--- config.mk ---
export PLATFORM = sky130hd
export DESIGN_NAME = gecko_load_response_flat
export DESIGN_NICKNAME = d
export VERILOG_FILES = /design/src/rtl/gecko_load_response_pkg.sv /design/src/rtl/gecko_load_response_if.sv /design/src/rtl/gecko_load_queue.sv /design/src/rtl/gecko_load_response.sv /design/src/flat_wrapper.sv
export SDC_FILE = /design/constraint.sdc
export NUM_CORES = 1
export LEC_CHECK = 0
export ABC_CLOCK_PERIOD_IN_PS = 7100
export CORE_MARGIN = 2
export CORE_UTILIZATION = 55
export CTS_CLUSTER_DIAMETER = 60
export CTS_CLUSTER_SIZE = 25
export DETAILED_ROUTE_END_ITERATION = 16
export PLACE_DENSITY_LB_ADDON = 0.05
export SYNTH_ARGS = -nofsm -noshare
export SYNTH_HDL_FRONTEND = slang
export SYNTH_SLANG_ARGS = --single-unit
--- constraint.sdc ---
create_clock -name clk -period 7.1 [get_ports clk]
set_input_delay 1.065 -clock clk [delete_from_list [all_inputs] [get_ports clk]]
set_output_delay 1.065 -clock clk [all_outputs]
set_load 0.02 [all_outputs]
--- src/rtl/gecko_load_response_pkg.sv ---
// Shared gecko load-path types, the core-level queue depth and the load
// formatting / forwarding helpers used by the load-return stage.
package gecko_load_response_pkg;

    // Core-level default for the number of loads that may be in flight.
    localparam int GECKO_LOAD_QUEUE_DEPTH = 4;

    // RV32 load funct3 encodings.
    localparam logic [2:0] GECKO_FUNCT3_LB  = 3'b000;
    localparam logic [2:0] GECKO_FUNCT3_LH  = 3'b001;
    localparam logic [2:0] GECKO_FUNCT3_LW  = 3'b010;
    localparam logic [2:0] GECKO_FUNCT3_LBU = 3'b100;
    localparam logic [2:0] GECKO_FUNCT3_LHU = 3'b101;

    // Load descriptor pushed by execute alongside the memory request.
    typedef struct packed {
        logic [31:0] addr;
        logic [4:0]  reg_status;
        logic        jump_flag;
        logic [2:0]  op;
        logic [1:0]  offset;
    } gecko_mem_operation_t;

    // Result handed to writeback.
    typedef struct packed {
        logic [31:0] value;
        logic [31:0] addr;
        logic [4:0]  reg_status;
        logic        jump_flag;
        logic        speculative;
    } gecko_operation_t;

    // View of the writeback register that decode uses for bypassing.
    typedef struct packed {
        logic        valid;
        logic        speculative;
        logic [4:0]  reg_status;
        logic [31:0] value;
    } gecko_forwarded_t;

    // Extract and extend the addressed byte/halfword of an aligned word.
    function automatic gecko_operation_t gecko_get_load_operation(
        input gecko_mem_operation_t mem_op,
        input logic [31:0]          data
    );
        gecko_operation_t result;
        logic [7:0]       byte_sel;
        logic [15:0]      half_sel;

        case (mem_op.offset)
            2'd0:    byte_sel = data[7:0];
            2'd1:    byte_sel = data[15:8];
            2'd2:    byte_sel = data[23:16];
            default: byte_sel = data[31:24];
        endcase
        half_sel = mem_op.offset[1] ? data[31:16] : data[15:0];

        result             = '0;
        result.addr        = mem_op.addr;
        result.reg_status  = mem_op.reg_status;
        result.jump_flag   = mem_op.jump_flag;
        result.speculative = 1'b0;
        case (mem_op.op)
            GECKO_FUNCT3_LB:  result.value = {{24{byte_sel[7]}}, byte_sel};
            GECKO_FUNCT3_LH:  result.value = {{16{half_sel[15]}}, half_sel};
            GECKO_FUNCT3_LBU: result.value = {24'h0, byte_sel};
            GECKO_FUNCT3_LHU: result.value = {16'h0, half_sel};
            default:          result.value = data;  // LW and anything unrecognised
        endcase
        return result;
    endfunction

    function automatic gecko_forwarded_t gecko_construct_forward(
        input logic             valid,
        input gecko_operation_t op
    );
        gecko_forwarded_t fwd;
        fwd.valid       = valid;
        fwd.speculative = op.speculative;
        fwd.reg_status  = op.reg_status;
        fwd.value       = op.value;
        return fwd;
    endfunction

endpackage

--- src/rtl/gecko_load_response_if.sv ---
// Bundle of the descriptor, memory-response and writeback channels of the
// load-return stage. "slave" is the stage itself, "master" its surroundings.
interface gecko_load_response_if
    import gecko_load_response_pkg::*;
#(
    parameter int DEPTH = GECKO_LOAD_QUEUE_DEPTH
);
    logic                         op_valid;
    logic                         op_ready;
    gecko_mem_operation_t         op_data;
    logic                         resp_valid;
    logic                         resp_ready;
    logic [31:0]                  resp_data;
    logic                         wb_valid;
    logic                         wb_ready;
    gecko_operation_t             wb_data;
    gecko_forwarded_t             forward;
    logic [$clog2(DEPTH+1)-1:0]   pending_count;
    logic                         resp_error;

    modport slave (
        input  op_valid, op_data, resp_valid, resp_data, wb_ready,
        output op_ready, resp_ready, wb_valid, wb_data, forward,
               pending_count, resp_error
    );

    modport master (
        output op_valid, op_data, resp_valid, resp_data, wb_ready,
        input  op_ready, resp_ready, wb_valid, wb_data, forward,
               pending_count, resp_error
    );
endinterface

--- src/rtl/gecko_load_queue.sv ---
// Generic DEPTH-entry circular FIFO with a registered occupancy count.
// Push readiness depends only on the registered count, so a pop in the
// same cycle never frees room for a push while full.
module gecko_load_queue #(
    parameter int WIDTH = 8,
    parameter int DEPTH = 4
) (
    input  logic                       clk,
    input  logic                       rst,
    input  logic                       push_valid,
    output logic                       push_ready,
    input  logic [WIDTH-1:0]           push_data,
    input  logic                       pop,
    output logic [WIDTH-1:0]           head_data,
    output logic [$clog2(DEPTH+1)-1:0] count
);
    localparam int AW = $clog2(DEPTH);
    localparam int CW = $clog2(DEPTH+1);
    localparam logic [CW-1:0] FULL_COUNT = CW'(DEPTH);

    logic [WIDTH-1:0] mem_reg [DEPTH];
    logic [AW-1:0]    wr_ptr_reg;
    logic [AW-1:0]    rd_ptr_reg;
    logic [CW-1:0]    count_reg;
    logic             push_fire;
    logic             pop_fire;

    assign push_ready = (count_reg != FULL_COUNT);
    assign push_fire  = push_valid && push_ready;
    assign pop_fire   = pop && (count_reg != '0);
    assign head_data  = mem_reg[rd_ptr_reg];
    assign count      = count_reg;

    // Descriptor storage: written at the tail, no reset needed.
    always_ff @(posedge clk) begin
        if (push_fire) begin
            mem_reg[wr_ptr_reg] <= push_data;
        end
    end

    // Pointers wrap modulo DEPTH; count tracks push minus pop.
    always_ff @(posedge clk) begin
        if (rst) begin
            wr_ptr_reg <= '0;
            rd_ptr_reg <= '0;
            count_reg  <= '0;
        end else begin
            if (push_fire) begin
                wr_ptr_reg <= wr_ptr_reg + 1'b1;
            end
            if (pop_fire) begin
                rd_ptr_reg <= rd_ptr_reg + 1'b1;
            end
            case ({push_fire, pop_fire})
                2'b10:   count_reg <= count_reg + 1'b1;
                2'b01:   count_reg <= count_reg - 1'b1;
                default: count_reg <= count_reg;
            endcase
        end
    end
endmodule

--- src/rtl/gecko_load_response.sv ---
// Load-return stage: queues load descriptors from execute, pairs each with
// its in-order memory response, formats the word and registers the result
// for writeback, with a forwarding view for decode.
module gecko_load_response
    import gecko_load_response_pkg::*;
#(
    parameter int DEPTH = GECKO_LOAD_QUEUE_DEPTH
) (
    input  logic          clk,
    input  logic          rst,
    gecko_load_response_if.slave bus
);
    localparam int CW = $clog2(DEPTH+1);

    gecko_mem_operation_t head_op;
    logic [CW-1:0]        count;
    logic                 queue_push_ready;
    logic                 resp_ready;
    logic                 resp_fire;
    logic                 wb_valid_reg;
    gecko_operation_t     wb_data_reg;
    logic                 resp_error_reg;

    gecko_load_queue #(
        .WIDTH ($bits(gecko_mem_operation_t)),
        .DEPTH (DEPTH)
    ) u_queue (
        .clk        (clk),
        .rst        (rst),
        .push_valid (bus.op_valid),
        .push_ready (queue_push_ready),
        .push_data  (bus.op_data),
        .pop        (resp_fire),
        .head_data  (head_op),
        .count      (count)
    );

    // A response is taken only when a descriptor waits for it and the
    // output register is free or draining this cycle.
    always_comb begin
        resp_ready = (count != '0) && (!wb_valid_reg || bus.wb_ready);
        resp_fire  = bus.resp_valid && resp_ready;
    end

    // Output register: load on a paired response, clear once drained,
    // otherwise hold under backpressure.
    always_ff @(posedge clk) begin
        if (rst) begin
            wb_valid_reg <= 1'b0;
            wb_data_reg  <= '0;
        end else if (resp_fire) begin
            wb_valid_reg <= 1'b1;
            wb_data_reg  <= gecko_get_load_operation(head_op, bus.resp_data);
        end else if (bus.wb_ready) begin
            wb_valid_reg <= 1'b0;
        end
    end

    // Sticky flag for a response that has no descriptor to pair with.
    always_ff @(posedge clk) begin
        if (rst) begin
            resp_error_reg <= 1'b0;
        end else if (bus.resp_valid && (count == '0)) begin
            resp_error_reg <= 1'b1;
        end
    end

    assign bus.op_ready      = queue_push_ready;
    assign bus.resp_ready    = resp_ready;
    assign bus.wb_valid      = wb_valid_reg;
    assign bus.wb_data       = wb_data_reg;
    assign bus.forward       = gecko_construct_forward(wb_valid_reg, wb_data_reg);
    assign bus.pending_count = count;
    assign bus.resp_error    = resp_error_reg;
endmodule

--- src/flat_wrapper.sv ---
// flat-port wrapper written by rule: the top's interface ports become plain ports
module gecko_load_response_flat import gecko_load_response_pkg::*;
#(
    parameter int DEPTH = GECKO_LOAD_QUEUE_DEPTH
)
  (clk, rst, bus_op_valid, bus_op_data, bus_resp_valid, bus_resp_data, bus_wb_ready, bus_op_ready, bus_resp_ready, bus_wb_valid, bus_wb_data, bus_forward, bus_pending_count, bus_resp_error);
  gecko_load_response_if #(.DEPTH(DEPTH)) bus_i ();
  input  logic clk;
  input  logic rst;
  input wire logic [$bits(bus_i.op_valid)-1:0] bus_op_valid;
  input wire logic [$bits(bus_i.op_data)-1:0] bus_op_data;
  input wire logic [$bits(bus_i.resp_valid)-1:0] bus_resp_valid;
  input wire logic [$bits(bus_i.resp_data)-1:0] bus_resp_data;
  input wire logic [$bits(bus_i.wb_ready)-1:0] bus_wb_ready;
  output wire logic [$bits(bus_i.op_ready)-1:0] bus_op_ready;
  output wire logic [$bits(bus_i.resp_ready)-1:0] bus_resp_ready;
  output wire logic [$bits(bus_i.wb_valid)-1:0] bus_wb_valid;
  output wire logic [$bits(bus_i.wb_data)-1:0] bus_wb_data;
  output wire logic [$bits(bus_i.forward)-1:0] bus_forward;
  output wire logic [$bits(bus_i.pending_count)-1:0] bus_pending_count;
  output wire logic [$bits(bus_i.resp_error)-1:0] bus_resp_error;
  assign bus_i.op_valid = bus_op_valid;
  assign bus_i.op_data = bus_op_data;
  assign bus_i.resp_valid = bus_resp_valid;
  assign bus_i.resp_data = bus_resp_data;
  assign bus_i.wb_ready = bus_wb_ready;
  assign bus_op_ready = bus_i.op_ready;
  assign bus_resp_ready = bus_i.resp_ready;
  assign bus_wb_valid = bus_i.wb_valid;
  assign bus_wb_data = bus_i.wb_data;
  assign bus_forward = bus_i.forward;
  assign bus_pending_count = bus_i.pending_count;
  assign bus_resp_error = bus_i.resp_error;
  gecko_load_response #(.DEPTH(DEPTH)) u_core (.clk(clk), .rst(rst), .bus(bus_i));
endmodule
==> qor.yml, run 1 <==
row_count: 49
num_io_pins: 197
drive_gt1_share_pct: 10.7
setup_viol: 0
status: "finished, final reports clean"
hold_ws_ns: 0.458
async_flop_share_pct: 0
antenna_found_initial: 0
worstHoldPathType: "reg -> reg"
crit_arrival_ns: 2.27
multi_input_area_um2: 2640
chipHeight_um: 138
maxSlewHeadroom_pct: 36.8
post_cts_buffers: 0
end_kind: "output pin"
worst_slack_ns: 3.76
ys_seq_elements: 253
yosysSeqAreaShare_pct: 68.4
dp_slack_ns: 3.69
ys_types: 43
final_hold_viol_count: 0
fp.coreArea_um2: 17800
ant_nets: 0
maxCapViolations: 0
grt_max_degree: 75
tns_ns: 0
viasPerCell: 5.61
root_buffer: "clkbuf_16"
synthToLayoutAreaGrowth_pct: 23.2
path_max_fanout: 2
port_buffers: 194
drt_iter0_drc: 347
clkTransAtPathRegs_ns: 0.09
tritoncts: "built"
hpwlAfterDp_mm: 12.8
drcViolationCount: 0
diodes: 0
worst_ir_drop_vdd_mv: 0.416
die_area_um2: 19100
fin_crit_ns: 3.34
start_util_pct: 55.6
ctsResizeCount: 0
whs_path_depth: 2
grtUsageTotal_pct: 21.2
yosys_warnings: 0
wl_per_cell_um: 19.5
die_w_um: 138
clk_latency_ns: 0.49
netlist_area_um2: 9930
largest_reg_flops: 172
htree_levels: 1
critical_path_class: "in -> out"
rsz0062_at_grt: "false"
cp.required_ns: 6.03
grt_overflow: 0
worst-r2r-cell-count: 4
nNetsFinal: 901
first_global_vias: 5973
clk_path_buf_depth: 3
synthFlopType: "edfxtp_1"
power_density_nw_per_um2: 366
nFillCells: 1221
syn_inst: 673
postCtsHoldBufs: 0
finalCritPeriodShare_pct: 47.0
timing.fmax_mhz: 300
ff_latch_area_um2: 6790
cts-buffers-inserted: 15
start_kind: "primary input"
report.final.slew_viol_count: 0
skew_ns: 0.0265
gp_congestion: 0.828
synth_edf_count: 172
clock_sinks: 253
routed_wl_mm: 20.5
grt_pass1_wl_mm: 32.3
vias: 5909
p_leak_uw: 0.00398
max_slew.worst_pin.slew_ns: 0.945
dr.pass1.iters: 5
synth_area_per_cell_um2: 14.8
[cell type report]
type,instances,area share (%)
repair buffers,202,16.3
flip-flops and latches,253,55.5
multi-input cells,333,21.6
clock buffers,18,3.19
inverters,10,0.307
well taps,229,2.34
clock inverters,8,0.737
[routing by layer]
metal  vias to the layer above  wire length [um]  GRT usage [%]
met2                       201             10300           36.9
met5                         -                 0              0
li1                       2757                 -              -
met1                      2931              8660           28.5
met3                        20              1270           3.22
met4                         0               265           4.67
[cell usage after synthesis (2+ instances only)]
cell type  count  share of area [%]
a211oi_1       8               0.60
a21oi_1       59                3.0
a22oi_1        8               0.60
a2bb2oi_1      7               0.62
a31oi_1        7               0.44
and2_1         8               0.50
and3_1         5               0.32
buf_1          6               0.23
buf_2          8               0.40
buf_4         40                3.0
buf_6          3               0.34
clkbuf_1      21               0.79
dfxtp_1       81                 16
edfxtp_1     172                 52
ha_1           5               0.63
inv_1         10               0.38
mux2i_1       15                1.5
mux4_2        43                9.8
nand2_1       98                3.7
nor2_1        17               0.64
nor2b_1        5               0.32
nor3_1         2               0.10
o211ai_1      16                1.2
o22ai_1        7               0.44
xnor2_1        2               0.18
xor2_1         3               0.26
[cell usage in the layout (no fill, tap or decap), drive strengths merged, types with 2 or more instances in the layout]
master / synthesis / final
xnor2: 2 / 2
clkbuf: 21 / 18
a2bb2oi: 7 / 7
a22oi: 8 / 8
clkdlybuf4s50: 0 / 193
nor3: 2 / 2
mux4: 43 / 43
buf: 57 / 9
o22ai: 7 / 7
mux2i: 15 / 15
nor2b: 5 / 5
a21oi: 60 / 60
nand2: 98 / 98
conb: 1 / 2
inv: 10 / 15
ha: 5 / 5
o21ai: 3 / 3
a211oi: 8 / 8
and3: 5 / 5
nor2: 17 / 17
edfxtp: 172 / 172
and2: 8 / 8
a31oi: 7 / 7
dfxtp: 81 / 81
xor2: 3 / 3
o211ai: 16 / 16
clkinv: 0 / 2
[cells by family (layout without fill, tap and decap cells)]
group	count (synthesis)	in the layout	share of synthesized area [%]
DFF	253	253	68.4
and+or+nand+nor	140	140	5.96
AOI/OAI and AO/OA	121	121	7.83
buffers and inverters	88	238	5.17
muxes	59	59	11.4
adders and majority gates	6	6	0.832
xor gates and xnor gates	5	5	0.441
other	1	2	0.0378
[power by group]
part	switching (uW)	total, uW	internal, uW	leakage [uW]
sequential	200	2020	1820	0.00224
clock	470	917	447	0.000239
combinational	797	1540	740	0.00150
[critical path, stage by stage]
cell,delay [ns]
clkdlybuf4s50_1,0.47
nor2b_1,0.05
nor2_1,0.09
clkdlybuf4s50_1,0.60
[worst paths after layout]
| kind | end | from | slack [ns] |
|---|---|---|---|
| setup reg to reg | u_core.bus.forward[26] | flip-flop | 4.00 |
| hold / removal | u_core.bus.wb_data[31] | u_core.bus.wb_data[31] | 0.46 |
| hold reg to reg | u_core.bus.wb_data[31] | u_core.bus.wb_data[31] | 0.46 |
| setup / recovery | bus_resp_ready | bus_wb_ready | 3.76 |
[stage by stage]
stage	instance area [um2]	utilization, %	cells	total power [uW]
finish	12200	68.6	1053	4480
floorplan	9930	-	674	3060
global placement	11800	65.9	1027	3570
detailed placement	11800	65.9	1027	3610
global route	12200	68.6	1053	4690
CTS	12200	68.6	1053	4510
Note: power is estimated with default switching activity, not from simulation.
==> inputs of run 2 (changes only) <==
--- a/config.mk
+++ b/config.mk
@@ -5,9 +5,9 @@
 export SDC_FILE = /design/constraint.sdc
 export NUM_CORES = 1
 export LEC_CHECK = 0
-export ABC_CLOCK_PERIOD_IN_PS = 7100
+export ABC_CLOCK_PERIOD_IN_PS = 3300
 export CORE_MARGIN = 2
-export CORE_UTILIZATION = 55
+export CORE_UTILIZATION = 52
 export CTS_CLUSTER_DIAMETER = 60
 export CTS_CLUSTER_SIZE = 25
 export DETAILED_ROUTE_END_ITERATION = 16
==> constraint.sdc (replaced) <==
create_clock -name clk -period 3.3 [get_ports clk]
set_input_delay 0.495 -clock clk [delete_from_list [all_inputs] [get_ports clk]]
set_output_delay 0.495 -clock clk [all_outputs]
set_load 0.02 [all_outputs]
==> run 2 against run 1 <==
Compared with the run above:
- die area increased by 5.6%
- worst setup slack got worse by 3.0 ns
- power increased by 120%
- sequential cell count unchanged
- first-iteration DRC count increased by 0.86%
- clock skew decreased by 0.011 ns
- final area increased by 1.2%
- sequential share of layout area decreased by 0.63 points
- register-to-register slack got worse by 3.3 ns
- sequential power increased by 110%
- via count increased by 2.4%
- largest cell class unchanged
- largest power group unchanged
- highest routed layer is now met5
==> qor.yml, run 2 (synthesis results as in run 1) <==
cp_slowest_stage_delay_ns: 0.69
root_buffer: "clkbuf_16"
die_area_um2: 20200
ant_nets: 0
p_leak_uw: 0.00405
path_max_fanout: 23
nNetsFinal: 911
tns_ns: 0
chipHeight_um: 142
worst_slack_ns: 0.721
grt_overflow: 0
dp.cells: 1041
critical_path.slowest_cell: "dfxtp_2"
drcViolationCount: 0
htree_levels: 1
clkTransAtPathRegs_ns: 0.09
gp_congestion: 0.802
port_buffers: 194
final_cell_count_no_fill: 1069
postCtsHoldBufs: 0
wl_per_cell_um: 20.3
viasPerCell: 5.66
skew_ns: 0.0155
end_kind: "flip-flop"
antenna_found_initial: 2
final_hold_viol_count: 0
ff2ff_setup_slack_ns: 0.72
start_kind: "flip-flop"
max_slew.worst_pin.slew_ns: 0.810
report.final.slew_viol_count: 0
largest_reg_flops: 172
die_w_um: 142
routed_wl_mm: 21.7
cts-buffers-inserted: 16
dp_slack_ns: 0.419
drt_iter0_drc: 350
maxCapViolations: 0
start_util_pct: 53.1
clk_latency_ns: 0.49
drive_gt1_share_pct: 11.6
critical_path_class: "reg -> reg"
fin_crit_ns: 2.58
rsz0062_at_grt: "false"
nFillCells: 1331
fp.coreArea_um2: 18700
worst_ir_drop_vdd_mv: 0.516
first_global_vias: 6197
crit_chain: "mux2i_1 > mux2_2 > nand2_1 > o211ai_1 > a21oi_1"
dr.pass1.iters: 5
grt_pass1_wl_mm: 33.6
setup_viol: 0
crit_buf_inv: 0
ctsResizeCount: 0
cpLargestDelayFamily: "multiplexers"
row_count: 50
hpwlAfterDp_mm: 13.9
worstHoldPathType: "in -> reg"
finalCritPeriodShare_pct: 78.1
grt_max_degree: 65
timing.fmax_mhz: 388
num_io_pins: 197
power_density_nw_per_um2: 798
clk_path_buf_depth: 3
final_common_cell: "clkdlybuf4s50_1"
grtUsageTotal_pct: 21.5
tritoncts: "built"
status: "finished, final reports clean"
final_cell_mix: "clkdlybuf4s50_1, edfxtp_1, nand2_1"
synthToLayoutAreaGrowth_pct: 24.6
cp.required_ns: 3.67
maxSlewHeadroom_pct: 46.0
post_cts_buffers: 0
crit_arrival_ns: 2.95
clock_sinks: 253
vias: 6050
==> run 2: cell count changes in the layout (fill, tap and decap cells not counted), sizes merged <==
cell    previous run  this run
clkinv             2         3
clkbuf            18        19
buf                9        18
inv               15        14
diode              0         1
==> run 2: path summary, 6_finish.rpt <==
| check | startpoint | endpoint | cells after the start |
|---|---|---|---|
| max reg2reg | flip-flop | u_core.bus.forward[20] | 5 |
| min reg2reg | u_core.bus.wb_data[7] | u_core.bus.wb_data[7] | 2 |
| min | rst | u_core.bus.forward[0] | 2 |
| max | flip-flop | u_core.bus.forward[20] | 5 |
==> run 2: report_power, final <==
part           internal, uW  total (uW)  switching, uW  leakage [uW]
combinational          1620        3510           1890       0.00155
sequential             3920        4220            304       0.00224
clock                  1070        2140           1070      0.000265
total                  6600        9870           3270       0.00405
==> run 2: area by class of cell <==
cell class	instances	area, um2	area share, %
Inverter	10	37.5	0.303
Clock buffer	19	433	3.50
Multi-Input combinational cell	333	2640	21.3
Sequential cell	253	6790	54.9
Timing Repair Buffer	211	2060	16.7
Antenna cell	1	2.50	0.0202
Tap cell	234	293	2.37
Clock inverter	8	113	0.910
==> run 2: stage by stage <==
stage                     hold slack, ns  util, %  total power, uW  cell area [um2]
after floorplan                    0.469        -             6580             9930
after global placement             0.445     63.2             7740            11800
after detailed placement           0.450     63.2             7840            11800
after CTS                          0.266     66.1             9970            12400
after global routing               0.289     66.1            10400            12400
final                              0.284     66.1             9870            12400
==> run 2: layer usage <==
metal	share of wire (%)	vias up	global-route usage, %
li1	-	2776	-
met3	6.3	36	3.77
met1	41	3018	27.6
met2	51	218	38.2
met5	0.060	-	0
met4	2.0	2	5.74
==> inputs of run 3 (changes only) <==
--- a/config.mk
+++ b/config.mk
@@ -5,9 +5,9 @@
 export SDC_FILE = /design/constraint.sdc
 export NUM_CORES = 1
 export LEC_CHECK = 0
-export ABC_CLOCK_PERIOD_IN_PS = 3300
+export ABC_CLOCK_PERIOD_IN_PS = 2300
 export CORE_MARGIN = 2
-export CORE_UTILIZATION = 52
+export CORE_UTILIZATION = 47
 export CTS_CLUSTER_DIAMETER = 60
 export CTS_CLUSTER_SIZE = 25
 export DETAILED_ROUTE_END_ITERATION = 16
==> constraint.sdc (replaced) <==
create_clock -name clk -period 2.3 [get_ports clk]
set_input_delay 0.345 -clock clk [delete_from_list [all_inputs] [get_ports clk]]
set_output_delay 0.345 -clock clk [all_outputs]
set_load 0.02 [all_outputs]
==> run 3 against run 2 <==
Compared with the run above:
- final cell count rose by 5.0%
- first-iteration DRC count fell by 7.4%
- die area rose by 10%
- combinational power rose by 48%
- sequential power rose by 43%
- critical endpoint is now u_core.bus.forward[13]
==> qor.yml, run 3 (synthesis results as in run 1) <==
status: "finished, final reports clean"
ff2ff_setup_slack_ns: 0.14
largest_reg_flops: 172
max_slew.worst_pin.slew_ns: 0.593
power_uw: 14300
final_common_cell: "clkdlybuf4s50_1"
critical_path_class: "reg -> reg"
rsz0062_at_grt: "false"
clkTransAtPathRegs_ns: 0.08
path_max_fanout: 10
vias: 6157
ant_nets: 0
hpwlAfterDp_mm: 14.5
crit_chain: "mux4_2 > buf_4 > o21ai_2 > a22oi_1 > a211oi_1"
worst_ir_drop_vdd_mv: 0.792
viasPerCell: 5.49
clock_sinks: 253
clk_path_buf_depth: 3
chipHeight_um: 149
start_kind: "flip-flop"
tritoncts: "built"
die_w_um: 149
ctsResizeCount: 0
timing.fmax_mhz: 463
fin_crit_ns: 2.16
first_global_vias: 6064
synthToLayoutAreaGrowth_pct: 26.5
maxSlewHeadroom_pct: 60.5
antenna_found_initial: 1
skew_ns: 0.0119
htree_levels: 1
grt_max_degree: 44
setup_viol: 0
clk_latency_ns: 0.49
cp.required_ns: 2.69
grt_pass1_wl_mm: 34.1
finalInstanceArea_um2: 12600
gp_congestion: 0.804
cpLargestDelayFamily: "compound AO/OA/AOI/OAI gates"
num_io_pins: 197
cp_slowest_stage_delay_ns: 0.61
crit_buf_inv: 1
die_area_um2: 22300
worstHoldPathType: "in -> reg"
row_count: 53
final_hold_viol_count: 0
power_density_nw_per_um2: 1140
start_util_pct: 47.5
crit_arrival_ns: 2.54
port_buffers: 194
drive_gt1_share_pct: 13.5
routed_wl_mm: 22.4
report.final.slew_viol_count: 0
dr.pass1.iters: 5
fp.coreArea_um2: 20900
end_kind: "flip-flop"
post_cts_buffers: 0
root_buffer: "clkbuf_16"
cts-buffers-inserted: 17
postCtsHoldBufs: 0
post-route-util_pct: 60.1
grt_overflow: 0
dp_slack_ns: -0.180
drcViolationCount: 0
grtUsageTotal_pct: 19.9
drt_iter0_drc: 324
nNetsFinal: 923
nFillCells: 1639
worst_slack_ns: 0.142
p_leak_uw: 0.00410
maxCapViolations: 0
wl_per_cell_um: 19.9
final_cell_mix: "clkdlybuf4s50_1, edfxtp_1, nand2_1"
finalCritPeriodShare_pct: 93.8
place_area_um2: 12000
critical_path.slowest_cell: "mux4_2"
[run 3: power breakdown]
part	internal (uW)	switching [uW]	leakage, uW	total, uW
clock	1500	1500	0.000237	2990
sequential	5630	427	0.00224	6050
combinational	2450	2770	0.00162	5210
total	9570	4690	0.00410	14300
[run 3: final timing paths]
kind,start,endpoint,depth (start not counted)
setup / recovery,flip-flop,u_core.bus.forward[13],5
hold / removal,rst,u_core.u_queue.count[0],2
setup reg to reg,flip-flop,u_core.bus.forward[13],5
hold reg to reg,u_core.bus.wb_data[19],u_core.bus.wb_data[19],2
[run 3: final cells by class]
type	count	area, um2	share of cell area, %
sequential	253	6800	54.1
multi-input combinational	333	2650	21.1
timing repair buffer	222	2210	17.6
clock buffer	19	433	3.45
tap	275	344	2.74
clock inverter	9	88.8	0.707
inverter	10	37.5	0.299
antenna	1	2.50	0.0199
[run 3: stage by stage]
step / std cells / TNS (ns) / hold slack [ns]
6_report: 1122 / 0 / 0.247
5_1_grt: 1121 / 0 / 0.262
4_1_cts: 1121 / 0 / 0.231
3_5_place_dp: 1093 / -0.180 / 0.447
3_3_place_gp: 1093 / -0.110 / 0.445
2_1_floorplan: 674 / 0 / 0.444
[run 3: per-layer routing]
| metal | GRT usage (%) | up-vias | share of wire, % |
|---|---|---|---|
| met3 | 3.61 | 41 | 6.3 |
| met2 | 34.4 | 240 | 49 |
| li1 | - | 2815 | - |
| met1 | 26.0 | 3061 | 42 |
| met5 | 0 | - | 0 |
| met4 | 5.48 | 0 | 2.6 |
==> RTL edit: new RTL, config.mk and constraints of run 1 <==
The package constant `GECKO_LOAD_QUEUE_DEPTH` goes from 4 to 16.
--- a/src/rtl/gecko_load_response_pkg.sv
+++ b/src/rtl/gecko_load_response_pkg.sv
@@ -3,7 +3,7 @@
 package gecko_load_response_pkg;
 
     // Core-level default for the number of loads that may be in flight.
-    localparam int GECKO_LOAD_QUEUE_DEPTH = 4;
+    localparam int GECKO_LOAD_QUEUE_DEPTH = 16;
 
     // RV32 load funct3 encodings.
     localparam logic [2:0] GECKO_FUNCT3_LB  = 3'b000;
Ports: changed (resized bus_pending_count); port bits go from 197 to 199. No check against the original RTL was run, so the function may have changed too.
==> RTL edit against run 1 <==
- design area grew to 2.8 times the old value
- combinational power grew 110%
- fmax shrank 19%
- setup slack lost 810 ps
- sequential cell count grew 524
- register-to-register slack lost 1000 ps
- sequential share of layout area grew 9.9 points
- critical path depth grew 5
- wire length grew to 3.2 times the old value
- power grew to 2.6 times the old value
- synthesized area grew to 3.0 times the old value
- via count grew 150%
- critical path type is now reg -> reg
- critical endpoint is now u_core.bus.forward[18]$_SDFFE_PP0P_
- largest power group unchanged
==> RTL edit: results <==
logic_synthesis:
  yosysUniqueCellTypes: 53
  synth.avg_cell_area_um2: 20.0
  synth_compound_area_share_pct: 2.76
  yosys-top-cells-count: "edfxtp_1, mux4_2, nand2_1"
  yosys.area_share.adder_pct: 0.333
  synth-edff-count: 688
  synth_xor_area_share_pct: 0.350
  synth_area_leaders: "edfxtp_1, mux4_2, dfxtp_1, nand2_1, buf_4"
  seq_area_frac_synth_pct: 74.7
route:
  first_iter_violations: 1348
  met1Wirelength_um: 28100
  dr_wl_met2_um: 32700
  finalWirelength_um: 66100
  viasPerCell: 6.10
  highest_layer: "met5"
  drt-pass1-iter-count: 6
cells_and_area:
  final_cells: 2392
  drive_gt1_share_pct: 22.1
  finalNetCount: 1742
  largest_reg_flops: 688
clock_tree:
  cts_inserted_buffers: 49
  clk_latency_ps: 620
power:
  p_int_mw: 8.26
  powerClk_mw: 3.14
  peakVddDrop_v: 0.000186
  p_per_area_nw_per_um2: 344
setup_path:
  crit_slowest_cell: "dfxtp_4"
  ff2ff_path_depth: 9
  startpoint_type: "flop"
  cp_data_arrival_time_ps: 4570
  critical_path.max_fanout: 60
  r2r_slack_ps: 2950
  r2r_end: "u_core.bus.forward[18]$_SDFFE_PP0P_"
placed_design:
  hpwl_um: 35600
  finalWeightedCongestion: 0.819
  dp_cells: 2299
  io_buffers: 196
global_route:
  grt.total_usage_pct: 24.0
  grt_antenna_before_repair: 4
  grt_max_degree: 61
  first_global_vias: 15200
worst_hold_path:
  min_to: "u_core.bus.wb_data[15]$_SDFFE_PP0P_"
timing:
  worst_clock_skew_ps: 24.6
outcome:
  status: "complete, no violations"
RTL edit: layout make-up:
class | count | area [µm²]
flip-flops and latches | 777 | 22500
fillers | 3651 | 19600
multi-input cells | 591 | 7030
repair buffers | 228 | 2200
clock buffers | 52 | 1280
well taps | 696 | 871
clock inverters | 39 | 464
inverters | 7 | 28.8
diodes | 2 | 5.00
RTL edit: per-stage QoR:
| stage | instance area [µm²] | util (%) | hold slack [ps] | setup slack, ps |
|---|---|---|---|---|
| 2_1_floorplan | 30100 | - | 472 | 1930 |
| 3_3_place_gp | 32600 | 60.4 | 445 | 2640 |
| 3_5_place_dp | 32600 | 60.4 | 448 | 2620 |
| 4_1_cts | 34300 | 63.7 | 460 | 2900 |
| 5_1_grt | 34300 | 63.7 | 484 | 2680 |
| 6_report | 34300 | 63.7 | 455 | 2950 |
RTL edit: layer usage:
layer / GRT usage [%] / vias to the layer above
met4: 5.72 / 4
met2: 39.6 / 486
met1: 34.1 / 7683
met5: 0 / -
met3: 3.99 / 84
li1: - / 6333
